<file path="src/rtl/piezo_sequencer_pkg.sv">
// Shared types and timing defaults for the piezo audio path (chime FSM, top, LCD).
// Defaults assume the 1 kHz system tick, so every *_MS value is also a cycle count.
package piezo_sequencer_pkg;

  typedef enum logic [1:0] {
    IDLE = 2'd0,
    ON   = 2'd1,
    OFF  = 2'd2
  } chime_state_t;

  localparam int CHIME_ON_MS_DEF     = 200;
  localparam int CHIME_PERIOD_MS_DEF = 500;
  localparam int TRILL_MS_DEF        = 50;
  localparam int BEEP_PERIOD_MS_DEF  = 1000;
  localparam int BEEP_ON_MS_DEF      = 500;

  // 24-hour KST to 12-hour strike count; midnight and noon both strike 12.
  function automatic logic [3:0] chime_target(input logic [4:0] hour);
    if (hour == 5'd0)
      return 4'd12;
    else if (hour <= 5'd12)
      return hour[3:0];
    else
      return 4'(hour - 5'd12);
  endfunction

endpackage

</file>
<file path="src/rtl/piezo_sequencer_chime_fsm.sv">
// Hourly chime: top-of-hour trigger detection, strike-count latch and stroke timing.
// Optional macro PIEZO_QUIET_HOURS_EN suppresses triggers from 22:00 through 06:59.
//
// state | meaning
// IDLE  | no chime running; chime_strokes holds the last completed count
// ON    | stroke audible, st counts 0..CHIME_ON_MS-1
// OFF   | gap after stroke, st counts CHIME_ON_MS..CHIME_PERIOD_MS-1
module piezo_sequencer_chime_fsm
  import piezo_sequencer_pkg::*;
#(
  parameter int CHIME_ON_MS     = CHIME_ON_MS_DEF,
  parameter int CHIME_PERIOD_MS = CHIME_PERIOD_MS_DEF
) (
  input  logic       clk,
  input  logic       rst,
  input  logic [4:0] hour_kst,
  input  logic [5:0] cur_min,
  input  logic [5:0] cur_sec,
  output logic       chime_on,
  output logic       chime_active,
  output logic [3:0] chime_strokes
);

  localparam int ST_W = (CHIME_PERIOD_MS > 1) ? $clog2(CHIME_PERIOD_MS) : 1;

  chime_state_t    state, state_nxt;
  logic [ST_W-1:0] st, st_nxt;
  logic [3:0]      strokes_nxt;
  logic [3:0]      target, target_nxt;
  logic [5:0]      sec_prev;
  logic            quiet;
  logic            trigger;

`ifdef PIEZO_QUIET_HOURS_EN
  assign quiet = (hour_kst >= 5'd22) || (hour_kst <= 5'd6);
`else
  assign quiet = 1'b0;
`endif

  // sec_prev resets to 0, so a post-reset cur_sec of 0 is not a tick
  assign trigger = (cur_sec != sec_prev) && (cur_min == 6'd0) && (cur_sec == 6'd0) && !quiet;

  always_ff @(posedge clk) begin
    if (rst) begin
      state         <= IDLE;
      st            <= '0;
      chime_strokes <= 4'd0;
      target        <= 4'd0;
      sec_prev      <= 6'd0;
    end else begin
      state         <= state_nxt;
      st            <= st_nxt;
      chime_strokes <= strokes_nxt;
      target        <= target_nxt;
      sec_prev      <= cur_sec;
    end
  end

  always_comb begin
    state_nxt   = state;
    st_nxt      = st;
    strokes_nxt = chime_strokes;
    target_nxt  = target;
    if (trigger) begin
      state_nxt   = ON;
      st_nxt      = '0;
      strokes_nxt = 4'd0;
      target_nxt  = chime_target(hour_kst);
    end else begin
      case (state)
        ON: begin
          st_nxt = st + 1'b1;
          if (st == ST_W'(CHIME_ON_MS - 1))
            state_nxt = OFF;
        end
        OFF: begin
          if (st == ST_W'(CHIME_PERIOD_MS - 1)) begin
            strokes_nxt = chime_strokes + 4'd1;
            st_nxt      = '0;
            state_nxt   = ((chime_strokes + 4'd1) == target) ? IDLE : ON;
          end else begin
            st_nxt = st + 1'b1;
          end
        end
        default: ;
      endcase
    end
  end

  assign chime_on     = (state == ON);
  assign chime_active = (state != IDLE);

endmodule

</file>
<file path="src/rtl/piezo_sequencer.sv">
// Piezo driver: alarm trill, timer beep and hourly chime muxed by priority onto one pin.
// Optional macro PIEZO_QUIET_HOURS_EN (inside the chime FSM) mutes night-time chimes.
module piezo_sequencer
  import piezo_sequencer_pkg::*;
#(
  parameter int CHIME_ON_MS     = CHIME_ON_MS_DEF,
  parameter int CHIME_PERIOD_MS = CHIME_PERIOD_MS_DEF,
  parameter int TRILL_MS        = TRILL_MS_DEF,
  parameter int BEEP_PERIOD_MS  = BEEP_PERIOD_MS_DEF,
  parameter int BEEP_ON_MS      = BEEP_ON_MS_DEF
) (
  input  logic       clk,
  input  logic       rst,
  input  logic       alarm_ringing,
  input  logic       tm_alarm,
  input  logic [4:0] hour_kst,
  input  logic [5:0] cur_min,
  input  logic [5:0] cur_sec,
  output logic       piezo,
  output logic       chime_active,
  output logic [3:0] chime_strokes
);

  localparam int TR_W = (TRILL_MS > 1) ? $clog2(TRILL_MS) : 1;
  localparam int BP_W = (BEEP_PERIOD_MS > 1) ? $clog2(BEEP_PERIOD_MS) : 1;

  logic [TR_W-1:0] trill_cnt;
  logic [BP_W-1:0] beep_cnt;
  logic            tone_sel;
  logic            half;
  logic            chime_on;
  logic            piezo_nxt;

  piezo_sequencer_chime_fsm #(
    .CHIME_ON_MS     (CHIME_ON_MS),
    .CHIME_PERIOD_MS (CHIME_PERIOD_MS)
  ) u_chime (
    .clk           (clk),
    .rst           (rst),
    .hour_kst      (hour_kst),
    .cur_min       (cur_min),
    .cur_sec       (cur_sec),
    .chime_on      (chime_on),
    .chime_active  (chime_active),
    .chime_strokes (chime_strokes)
  );

  // Pattern counters free-run so a source switch picks up the current phase.
  always_ff @(posedge clk) begin
    if (rst) begin
      trill_cnt <= '0;
      tone_sel  <= 1'b0;
      half      <= 1'b0;
      beep_cnt  <= '0;
      piezo     <= 1'b0;
    end else begin
      if (trill_cnt == TR_W'(TRILL_MS - 1)) begin
        trill_cnt <= '0;
        tone_sel  <= ~tone_sel;
      end else begin
        trill_cnt <= trill_cnt + 1'b1;
      end
      half     <= ~half;
      beep_cnt <= (beep_cnt == BP_W'(BEEP_PERIOD_MS - 1)) ? '0 : beep_cnt + 1'b1;
      piezo    <= piezo_nxt;
    end
  end

  always_comb begin
    piezo_nxt = 1'b0;
    if (alarm_ringing)
      piezo_nxt = (!tone_sel || half) ? ~piezo : piezo;
    else if (tm_alarm)
      piezo_nxt = (beep_cnt < BP_W'(BEEP_ON_MS)) ? ~piezo : 1'b0;
    else if (chime_on)
      piezo_nxt = ~piezo;
  end

endmodule

</file>
<file path="config.mk">
export PLATFORM = sky130hd
export DESIGN_NAME = piezo_sequencer
export DESIGN_NICKNAME = d
export VERILOG_FILES = /design/src/rtl/piezo_sequencer_pkg.sv /design/src/rtl/piezo_sequencer_chime_fsm.sv /design/src/rtl/piezo_sequencer.sv
export SDC_FILE = /design/constraint.sdc
export NUM_CORES = 1
export LEC_CHECK = 0
export CAP_MARGIN = 20
export CORE_MARGIN = 1
export CORE_UTILIZATION = 50
export CTS_BUF_LIST = sky130_fd_sc_hd__clkbuf_8
export DETAILED_ROUTE_END_ITERATION = 12
export PLACE_DENSITY = 0.72
export SETUP_SLACK_MARGIN = 0.3
export SLEW_MARGIN = 20
export SYNTH_ARGS = -nofsm -noshare
export SYNTH_HDL_FRONTEND = slang
export SYNTH_SLANG_ARGS = --single-unit
</file>
<file path="constraint.sdc">
create_clock -name clk -period 2.1 [get_ports clk]
set_clock_uncertainty 0.2 [all_clocks]
set_input_delay 0.63 -clock clk [delete_from_list [all_inputs] [get_ports clk]]
set_output_delay 0.63 -clock clk [all_outputs]
set_load 0.1 [all_outputs]
</file>
After elaboration in Yosys (flattened, before gate mapping)
Cells that the tools add are included.
{ "word_totals": {"input_bits": 21, "wordCells": 64, "reg_bits": 44, "out_inout_bits": 6} }
{ "classes": {"n_bitwise": 3, "muxes": 14, "addsub": 5, "order_cmp": 2, "eq_ne": 13, "n_reduce_logical": 16} }
{ "op_table": {"columns": ["cell", "count"], "rows": [
  ["9-bit case mux with 2 select lines", 1],
  ["6-bit zero test", 2],
  ["10-bit by 1-bit adder with 10-bit output (second input constant)", 1],
  ["10-bit == test (second input constant)", 1],
  ["10-bit by 9-bit < comparator with 1-bit output (second input constant)", 1],
  ["9-bit by 1-bit adder with 9-bit output (second input constant)", 1],
  ["9-bit by 8-bit == test with 1-bit output (second input constant)", 1],
  ["9-bit == test (second input constant)", 1],
  ["9-bit two-way mux", 1],
  ["4-bit two-way mux", 2],
  ["1-bit two-way mux", 7],
  ["6-bit by 1-bit adder with 6-bit output (second input constant)", 1],
  ["6-bit == test (second input constant)", 1],
  ["2-bit by 1-bit inequality test with 1-bit output (second input constant)", 3],
  ["3-bit by 1-bit inequality test with 1-bit output (second input constant)", 2],
  ["6-bit inequality test", 1],
  ["3-bit AND reduction", 2],
  ["2-bit OR reduction", 3],
  ["5-bit by 4-bit <= comparator with 1-bit output (second input constant)", 1],
  ["5-bit zero test", 1],
  ["4-bit by 1-bit adder with 4-bit output (second input constant)", 1],
  ["4-bit == test", 1],
  ["2-bit two-way mux", 2],
  ["2-bit case mux with 2 select lines", 1],
  ["other kinds (10)", 14]
]} }

Logic depth before layout (Yosys ltp)
Gate-level depths: netlist of the first run.
{ "depth": {"depth_word": 6, "mapped_depth": 7} }

Cells and area by module
From an unflattened synthesis of the first run, not the netlist that was laid out.
{ "hier_totals": {"cells_unflattened": 235, "hier_area_um2": 2209.6} }
{ "by_module_without_submodules": {"columns": ["mod", "seq_area_each_um2", "area_each_um2", "n_inst", "cells_per_inst"], "rows": [
  ["piezo_sequencer_chime_fsm", 500.5, 1353.8, 1, 143],
  ["piezo_sequencer", 380.4, 855.8, 1, 92]
]} }

Worst setup path after synthesis of the first run
No wires, ideal clock.
{ "synth_timing": {"path_kind": "register -> register", "start": "reg u_chime.chime_strokes[0]", "end": "reg u_chime.state[0]", "path_stages_with_launch": 7, "arrival_time_ps": 1867, "path_buffers": 0, "setup_time_ps": 132, "setup_slack_ps": -99, "path_cell_list": "dfxtp_1 ha_1 xor2_1 xnor2_1 nand4_1 nand4_1 a21oi_1"} }
{ "synth_between": {"elab_chain_cells": 6} }
{ "synth_lines": {"columns": ["element", "line_no", "source"], "rows": [
  ["start: declaration", "piezo_sequencer_chime_fsm.sv:21", "output logic [3:0] chime_strokes"],
  ["start signal: assignment", "piezo_sequencer_chime_fsm.sv:53", "chime_strokes <= strokes_nxt;"],
  ["4-bit by 1-bit adder with 4-bit output", "piezo_sequencer_chime_fsm.sv:80", "state_nxt = ((chime_strokes + 4'd1) == target) ? IDLE : ON;"],
  ["4-bit == test", "piezo_sequencer_chime_fsm.sv:80", null],
  ["1-bit two-way mux", "piezo_sequencer_chime_fsm.sv:80", null],
  ["2-bit two-way mux", "piezo_sequencer_chime_fsm.sv:77", "if (st == ST_W'(CHIME_PERIOD_MS - 1)) begin"],
  ["2-bit case mux with 2 select lines", "piezo_sequencer_chime_fsm.sv:70", "case (state)"],
  ["1-bit two-way mux", "piezo_sequencer_chime_fsm.sv:64", "if (trigger) begin"],
  ["end signal: assignment", "piezo_sequencer_chime_fsm.sv:51", "state <= state_nxt;"],
  ["end: declaration", "piezo_sequencer_chime_fsm.sv:26", "chime_state_t state, state_nxt;"]
]} }
Every way passes these cells. The select of a mux whose other input is x is not followed.
A chain may end at the register's enable or synchronous reset.

Worst setup path after layout of the first run
{ "layout_timing": {"start": "reg u_chime.state[1]", "end": "out chime_active"} }
{ "layout_between": {"elab_chain_cells": 1} }
{ "layout_lines": {"columns": ["element", "line_no", "source"], "rows": [
  ["2-bit nonzero test", "piezo_sequencer_chime_fsm.sv:91", "assign chime_active = (state != IDLE);"],
  ["end: declaration", "piezo_sequencer.sv:20", "output logic chime_active,"]
]} }
Every way passes these cells.

==> results of run 1 <==
==> synth_stat cells, drive strengths merged <==
| library cell | instances |
|---|---|
| dfxtp | 44 |
| nor2 | 39 |
| xnor2 | 17 |
| xor2 | 16 |
| nand2 | 12 |
| a21oi | 11 |
| ha | 11 |
| inv | 9 |
| nand3 | 9 |
| nand4 | 8 |
| nor2b | 7 |
| o21ai | 7 |
| and3 | 4 |
| mux2i | 4 |
| nor4 | 4 |
| clkbuf | 3 |
| nand2b | 3 |
| a211o | 2 |
| a31oi | 2 |
| buf | 2 |
| a21bo | 1 |
| a22oi | 1 |
| a311oi | 1 |
| and2 | 1 |
| and4 | 1 |
| mux2 | 1 |
| nand3b | 1 |
| nor3 | 1 |
| nor3b | 1 |
| nor4bb | 1 |
| o211ai | 1 |
| o21bai | 1 |
| o41ai | 1 |
| or2 | 1 |
| or3 | 1 |
| or4b | 1 |
==> cell type report <==
type | count | area (um2) | area share
clock buffers | 6 | 82.6 | 0.0273
flip-flops and latches | 44 | 895 | 0.296
well taps | 50 | 62.6 | 0.0207
inverters | 9 | 37.5 | 0.0124
repair buffers | 47 | 508 | 0.168
multi-input cells | 172 | 1420 | 0.471
clock inverters | 2 | 15.0 | 0.00496
==> kinds of logic after synthesis <==
kind of cell | after synthesis
adder cells (fa/ha/maj) | 11
multiplexers | 5
XOR/XNOR | 33
AND/OR/NAND/NOR | 95
buffers and inverters | 14
AO/OA/AOI/OAI | 28
flip-flops | 44
==> routing by layer <==
layer,global-route usage,vias up
met5,0,-
li1,-,877
met4,0.0718,0
met2,0.351,13
met3,0.0668,4
met1,0.262,821
==> power groups by stage <==
stage                     combinational (uW)  clock (uW)  sequential [uW]
after global routing                     289         608              883
after floorplan                          119           0              903
final                                    270         560              880
after global placement                   221           0              896
after CTS                                252         568              879
after detailed placement                 224           0              897
==> metrics by stage <==
step | std cells | power (uW) | cell area, um2 | hold WS [ns] | TNS, ns
after floorplan | 230 | 1020 | 2160 | 0.183 | 0
after global placement | 311 | 1120 | 2590 | 0.194 | -9.18
after detailed placement | 311 | 1120 | 2590 | 0.198 | -9.54
after CTS | 326 | 1700 | 2880 | 0.210 | 0
after global routing | 330 | 1780 | 3020 | 0.244 | 0
final | 330 | 1710 | 3020 | 0.208 | 0
==> sequential cells by signal, indices dropped and copies added (netlist names) <==
signal / cells
u_chime.st: 9
half: 1
trill_cnt: 6
u_chime.sec_prev: 6
u_chime.target: 4
u_chime.state: 2
tone_sel: 1
u_chime.chime_strokes: 4
beep_cnt: 10
piezo: 1
==> worst register-to-register path, stage by stage (launching register included) <==
cell	delay, ns
dfxtp_4	0.38
ha_4	0.14
or4b_4	0.48
o41ai_4	0.27
a31oi_2	0.15
a311oi_2	0.21
==> final timing paths <==
kind                                                    start                       endpoint  slack, ns
worst max-delay path            u_chime.state[1]$_SDFFE_PP0P_                   chime_active       0.16
worst min register to register                half$_SDFF_PP0_                half$_SDFF_PP0_       0.21
worst min-delay path                          half$_SDFF_PP0_                half$_SDFF_PP0_       0.21
worst max register to register     u_chime.st[0]$_SDFFE_PP0P_  u_chime.state[1]$_SDFFE_PP0P_       0.17
==> layout by cell type, fill, tap and decap left out, types with 4 or more instances in the layout <==
cell / synthesis / final
nand4_1: 8 / 8
dfxtp_2: 0 / 5
nor2_2: 0 / 5
nand3_1: 9 / 7
o21ai_0: 7 / 6
nor2b_1: 7 / 7
xnor2_1: 17 / 15
clkbuf_8: 0 / 6
dlygate4sd2_1: 0 / 4
mux2i_1: 4 / 4
ha_1: 11 / 8
nor2_1: 39 / 31
buf_4: 0 / 14
inv_1: 9 / 6
nand2_1: 12 / 12
buf_12: 0 / 8
buf_6: 1 / 8
xor2_1: 16 / 12
a21oi_1: 11 / 8
clkdlybuf4s50_1: 0 / 6
nor4_4: 1 / 4
dfxtp_1: 44 / 37
==> what timing repair did <==
item	in CTS	in global routing
endpoints found under the setup margin	20	26
endpoints found under the hold margin	0	0
resized for setup	82	26
buffers inserted	7	4
gates cloned	0	0
pin swaps	18	17
hold buffers	0	0
==> results_dict.tcl, run 1 <==
set metrics [dict create \
    fmax_mhz 516 \
    crit_buf_inv 3 \
    htreeDepth 2 \
    ctsLongestPathBuffers 2 \
    nets 311 \
    synth_adder_area_share 0.0655 \
    first_iter_violations 75 \
    cellPowerDensity_nw_per_um2 565 \
    drt_pass1_iterations 4 \
    grt_pass1_wl_um 7000 \
    synth-xor-area-share 0.138 \
    die_area_um2 4470 \
    core_um2 4030 \
    wl_met2_um 2270 \
    cts.clk_slew.worst_paths_ns 0.09 \
    cp_top_family "flip-flops" \
    path_cells "inv_2 > ha_4 > clkinvlp_4 > buf_12" \
    diodes 0 \
    synth_area_um2 2100 \
    setup_violations 0 \
    ys_top_cells_by_area "dfxtp_1 (42%), xnor2_1 (7.1%), nor2_1 (7.0%)" \
    worst_slack_ns 0.164 \
    rsz0062_at_grt "true" \
    worst_ep_required_time_ns 1.27 \
    place_ws_ns -0.544 \
    status "finished, final reports clean" \
    antenna_found_initial 0 \
    avgRoutedWirePerCell_um 13.3 \
    hold_path_class "register to register" \
    relSlewSlack 0.762 \
    avgSynthCellArea_um2 9.14 \
    p_comb_frac 0.158 \
    synth-simple-area-share 0.229 \
    dp_hpwl_um 2850 \
    worst_slew_pin_slew_ns 0.356 \
    via_per_inst 5.20 \
    met3_length_um 85 \
    hold_viol_final 0 \
    die-height_um 66.8 \
    yosys_register_bits 44 \
    clock-sinks 44 \
    yosysTopAreaCellShare 0.419 \
    cp_max_fo 2 \
    reg2regPathDepth 5 \
    p_int_uw 1260 \
    numCtsBuffers 5 \
    fillers 267 \
    utilization 0.751 \
    hold_path_depth 1 \
    cp-start-kind "register" \
    leakagePower_uw 0.00109 \
    end_kind "output port" \
    finalWirelength_um 4400 \
    port_buffers 26 \
    yosysUniqueCellTypes 40 \
    syn_to_final_growth_pct 43.9 \
    synth_top_family_by_area "simple AND/OR/NAND/NOR gates" \
    highest_layer "met4" \
    die_w_um 66.8 \
    wl_met1_um 2000 \
    synth_nets 262 \
    vdd_drop_max_mv 0.418 \
    gp_congestion 0.794 \
    syn_inst 230 \
    ios 27 \
    crit_arrival_ns 1.11 \
    path_depth 4 \
    drcViolationCount 0 \
    track_usage 0.214 \
    cts_tree "built" \
    seq_area_frac_synth 0.419 \
    synth_top_area_cell "dfxtp_1" \
    slowest_stage "dfxtp_2" \
    grt_pass1_vias 1537 \
    maxSlewViolCount 0 \
    ant_nets 0 \
    gr-total-overflow 0 \
    cap_violations 0 \
    grt_max_degree 15 \
    worstSetupPathType "register to output port" \
    swShare 0.263 \
    clockPowerShare 0.328 \
    synth_mux_area_frac 0.0244 \
    yosysWarningCount 0 \
    p_switching_uw 449 \
    slowest_delay_ns 0.34 \
    rows 23 \
    synth_compound_area_frac 0.0946 \
    drive_gt1_frac 0.339 \
    initial_core_util 0.522 \
    timing.final.crit_share 0.922 \
    num_vias 1715 \
    clock_latency_ns 0.30 \
    pwr-share-seq 0.515 \
    post-route-min-period_ns 1.94 \
    cts_root_buffer "clkbuf_8" \
]
(Power assumes the default switching activity.)
==> inputs of run 2 (changes only) <==
--- a/config.mk
+++ b/config.mk
@@ -10,7 +10,7 @@
 export CORE_UTILIZATION = 50
 export CTS_BUF_LIST = sky130_fd_sc_hd__clkbuf_8
 export DETAILED_ROUTE_END_ITERATION = 12
-export PLACE_DENSITY = 0.72
+export PLACE_DENSITY = 0.83
 export SETUP_SLACK_MARGIN = 0.3
 export SLEW_MARGIN = 20
 export SYNTH_ARGS = -nofsm -noshare
==> results_dict.tcl, run 2 (synthesis gave the netlist of run 1 again) <==
set metrics [dict create \
    slowest_stage "dfxtp_2" \
    p_switching_uw 415 \
    num_vias 1732 \
    slowest_delay_ns 0.34 \
    largest_reg_flops 10 \
    end_kind "output port" \
    tns_ns 0 \
    initial_core_util 0.522 \
    regMostFlops "beep_cnt" \
    ctsLongestPathBuffers 2 \
    antenna_found_initial 0 \
    path_cells "inv_2 > ha_4 > clkinvlp_4 > buf_12" \
    via_per_inst 5.30 \
    reg2regPathDepth 6 \
    whs_ns 0.228 \
    timing.final.crit_share 0.920 \
    worst_ep_required_time_ns 1.27 \
    rows 23 \
    r2r-end "u_chime.state[0]$_SDFFE_PP0P_" \
    maxSlewViolCount 0 \
    final_common_cell "dfxtp_1" \
    pwr-share-seq 0.504 \
    rsz0062_at_grt "true" \
    dp_hpwl_um 2990 \
    ios 27 \
    hold_path_class "register to register" \
    design_area_um2 2980 \
    swShare 0.238 \
    port_buffers 26 \
    nets 310 \
    grt_pass1_wl_um 7110 \
    drt_pass1_iterations 4 \
    cp-start-kind "register" \
    regToRegSetupSlack_ns 0.17 \
    vdd_drop_max_mv 0.519 \
    cp_max_fo 2 \
    p_int_uw 1330 \
    setup_violations 0 \
    numCtsBuffers 5 \
    die_w_um 66.8 \
    postCtsHoldBufs 0 \
    clock-sinks 44 \
    relSlewSlack 0.762 \
    cts_tree "built" \
    clockPowerShare 0.347 \
    drcViolationCount 0 \
    diodes 0 \
    crit_buf_inv 3 \
    ant_nets 0 \
    cp_top_family "flip-flops" \
    first_iter_violations 127 \
    worst_slew_pin_slew_ns 0.353 \
    drive_gt1_frac 0.332 \
    post-route-min-period_ns 1.93 \
    cts_root_buffer "clkbuf_8" \
    hold_path_depth 1 \
    cap_violations 0 \
    finalWirelength_um 4640 \
    syn_to_final_growth_pct 41.8 \
    status "finished, final reports clean" \
    track_usage 0.214 \
    hold_viol_final 0 \
    grt_pass1_vias 1619 \
    cts.clk_slew.worst_paths_ns 0.08 \
    utilization 0.740 \
    htreeDepth 2 \
    cellPowerDensity_nw_per_um2 584 \
    layout_common_cells "dfxtp_1 (36), nor2_1 (32), xnor2_1 (15)" \
    clock_latency_ns 0.28 \
    top_regs "beep_cnt: 10 flops, u_chime.st: 9 flops" \
    worstHoldStart "half$_SDFF_PP0_" \
    p_comb_frac 0.148 \
    fmax_mhz 517 \
    worstSetupPathType "register to output port" \
    gr-total-overflow 0 \
    core_um2 4030 \
    grt_max_degree 13 \
    holdPathEnd "half$_SDFF_PP0_" \
    die_area_um2 4470 \
    gp_congestion 0.824 \
    avgRoutedWirePerCell_um 14.2 \
    r2r-start "u_chime.st[0]$_SDFFE_PP0P_" \
    leakagePower_uw 0.00109 \
    dpl_cell_area_um2 2560 \
    crit_arrival_ns 1.10 \
    die-height_um 66.8 \
]
==> run 2: area by class of cell <==
| type | count | area (um2) |
|---|---|---|
| multi-input cells | 172 | 1410 |
| fillers | 270 | 1050 |
| flip-flops and latches | 44 | 896 |
| repair buffers | 46 | 480 |
| clock buffers | 5 | 68.8 |
| well taps | 50 | 62.6 |
| inverters | 9 | 37.5 |
| clock inverters | 1 | 30.0 |
==> run 2: worst register-to-register path: stages (launching register included) <==
cell     delay (ns)
dfxtp_4        0.37
ha_4           0.15
or4b_4         0.49
o41ai_4        0.25
nand3_1        0.15
a21oi_2        0.14
a21oi_1        0.07
==> run 2: through the flow <==
stage          power (uW)  setup slack, ns  instances
2_1_floorplan        1020           0.0411        230
3_3_place_gp         1110           -0.531        307
3_5_place_dp         1110           -0.599        307
4_1_cts              1730            0.136        319
5_1_grt              1810            0.103        327
6_report             1740            0.167        327
==> run 2: routing by layer <==
layer | up-vias | GRT usage | part of all wire
li1 | 872 | - | -
met1 | 811 | 0.248 | 0.43
met2 | 39 | 0.379 | 0.51
met5 | - | 0 | 0
met4 | 0 | 0.0665 | 0.023
met3 | 10 | 0.0582 | 0.028
==> run 2: power by group through the flow <==
stage	Sequential (uW)	Clock [uW]	Combinational [uW]
2_1_floorplan	903	0	119
5_1_grt	881	651	279
3_3_place_gp	895	0	211
3_5_place_dp	897	0	216
4_1_cts	878	610	238
6_report	878	604	259
==> run 2: repair_timing <==
action | CTS | global route
gates resized for setup | 78 | 37
setup buffers | 6 | 8
endpoints found under the setup margin | 20 | 32
pin swaps | 17 | 19
==> run 2: worst max path at each step <==
stage	depth (start not counted)	slack, ns	endpoint	from
floorplan	6	0.04	u_chime.state[1]$_SDFFE_PP0P_	cur_sec[2]
CTS	6	0.14	u_chime.state[0]$_SDFFE_PP0P_	u_chime.st[0]$_SDFFE_PP0P_
finish	4	0.17	chime_active	u_chime.state[1]$_SDFFE_PP0P_
global placement	6	-0.53	u_chime.state[1]$_SDFFE_PP0P_	cur_sec[2]
detailed placement	7	-0.60	u_chime.st[3]$_SDFFE_PP0P_	cur_sec[2]
global route	6	0.10	u_chime.state[0]$_SDFFE_PP0P_	u_chime.st[1]$_SDFFE_PP0P_
==> inputs of run 3 (changes only) <==
--- a/config.mk
+++ b/config.mk
@@ -10,6 +10,7 @@
 export CORE_UTILIZATION = 50
 export CTS_BUF_LIST = sky130_fd_sc_hd__clkbuf_8
 export DETAILED_ROUTE_END_ITERATION = 12
+export GPL_TIMING_DRIVEN = 0
 export PLACE_DENSITY = 0.83
 export SETUP_SLACK_MARGIN = 0.3
 export SLEW_MARGIN = 20
==> results_dict.tcl, run 3 (synthesis gave the netlist of run 1 again) <==
set metrics [dict create \
    drcViolationCount 0 \
    grt_pass1_vias 1555 \
    initial_core_util 0.522 \
    pwr-share-seq 0.541 \
    cts_root_buffer "clkbuf_8" \
    core_um2 4030 \
    total_power_uw 1630 \
    port_buffers 26 \
    largest_reg_flops 10 \
    tns_ns 0 \
    antenna_found_initial 0 \
    place_ws_ns -0.690 \
    die_area_um2 4470 \
    num_vias 1710 \
    ctsLongestPathBuffers 2 \
    cp_max_fo 3 \
    hold_path_class "register to register" \
    worstSetupPathType "register to output port" \
    hold_viol_final 0 \
    cellPowerDensity_nw_per_um2 563 \
    cap_violations 0 \
    gp_congestion 0.802 \
    drive_gt1_frac 0.293 \
    dp_hpwl_um 2910 \
    relSlewSlack 0.770 \
    vdd_drop_max_mv 0.363 \
    nets 305 \
    fmax_mhz 514 \
    ios 27 \
    worst_ep_required_time_ns 1.27 \
    postCtsHoldBufs 0 \
    layout_common_cells "dfxtp_1 (37), nor2_1 (32), xnor2_1 (17)" \
    path_cells "inv_2 > ha_4 > clkinvlp_4 > buf_12" \
    clock_latency_ns 0.30 \
    swShare 0.265 \
    cts_tree "built" \
    maxSlewViolCount 0 \
    top_regs "beep_cnt: 10 flops, u_chime.st: 9 flops" \
    die-height_um 66.8 \
    p_comb_frac 0.152 \
    timing.final.crit_share 0.926 \
    p_int_uw 1200 \
    cts.clk_slew.worst_paths_ns 0.08 \
    final_common_cell "dfxtp_1" \
    p_switching_uw 433 \
    drt_pass1_iterations 4 \
    slowest_stage "dfxtp_2" \
    clockPowerShare 0.306 \
    grt_max_degree 13 \
    worst_slew_pin_slew_ns 0.345 \
    htreeDepth 2 \
    whs_ns 0.211 \
    rows 23 \
    die_w_um 66.8 \
    cp_top_family "flip-flops" \
    first_iter_violations 86 \
    status "finished, final reports clean" \
    clock-sinks 44 \
    crit_buf_inv 3 \
    grt_pass1_wl_um 6860 \
    slowest_delay_ns 0.37 \
    leakagePower_uw 0.00105 \
    crit_arrival_ns 1.12 \
    ant_nets 0 \
    end_kind "output port" \
    track_usage 0.210 \
    regMostFlops "beep_cnt" \
    numCtsBuffers 5 \
    diodes 0 \
    syn_to_final_growth_pct 37.7 \
    cp-start-kind "register" \
    setup_violations 0 \
    post-route-min-period_ns 1.95 \
    rsz0062_at_grt "true" \
    via_per_inst 5.29 \
    avgRoutedWirePerCell_um 14.3 \
    worst_slack_ns 0.155 \
    finalWirelength_um 4610 \
    gr-total-overflow 0 \
]
## run 3: cell count changes in the layout (fill, tap and decap cells not counted), sizes merged
| cell | delta |
|---|---|
| dlygate4sd2 | +1 |
| inv | +1 |
| clkinv | +1 |
| buf | -11 |
| clkdlybuf4s15 | +2 |
| bufinv | -1 |
| clkbuf | +3 |
## run 3: repair_timing
action                     CTS  global route
setup buffers                6             4
pin swaps                   15            15
setup endpoints to repair   39            25
gates resized for setup    116            36
## run 3: path summary, 6_finish.rpt
kind,cells past startpoint,endpoint,slack [ns],from
worst max register to register,6,u_chime.state[0]$_SDFFE_PP0P_,0.16,u_chime.st[0]$_SDFFE_PP0P_
worst min register to register,1,half$_SDFF_PP0_,0.21,half$_SDFF_PP0_
worst max-delay path,4,chime_active,0.15,u_chime.state[1]$_SDFFE_PP0P_
worst min-delay path,1,half$_SDFF_PP0_,0.21,half$_SDFF_PP0_
## run 3: cell type report
cell class	count	area, um2
tap	50	62.6
sequential	44	895
fill	279	1130
clock inverter	2	8.76
inverter	9	37.5
clock buffer	5	68.8
buffer	5	37.5
multi-input combinational	172	1410
timing repair buffer	36	374
## run 3: through the flow
stage	area, um2	instances	util
floorplan	2160	230	-
global placement	2490	306	0.617
detailed placement	2490	306	0.617
CTS	2790	319	0.691
global route	2900	323	0.719
finish	2900	323	0.719
## run 3: metal layers
layer	GRT usage	vias to the layer above	wire length, um
li1	-	860	-
met1	0.244	812	1930
met2	0.364	33	2510
met3	0.0411	5	115
met4	0.104	0	59
met5	0	-	0
## run 3: power groups by stage
| stage | Clock [uW] | Combinational, uW | Sequential (uW) |
|---|---|---|---|
| 2_1_floorplan | 0 | 119 | 903 |
| 3_3_place_gp | 0 | 199 | 894 |
| 3_5_place_dp | 0 | 207 | 896 |
| 4_1_cts | 509 | 235 | 880 |
| 5_1_grt | 543 | 265 | 886 |
| 6_report | 499 | 248 | 883 |
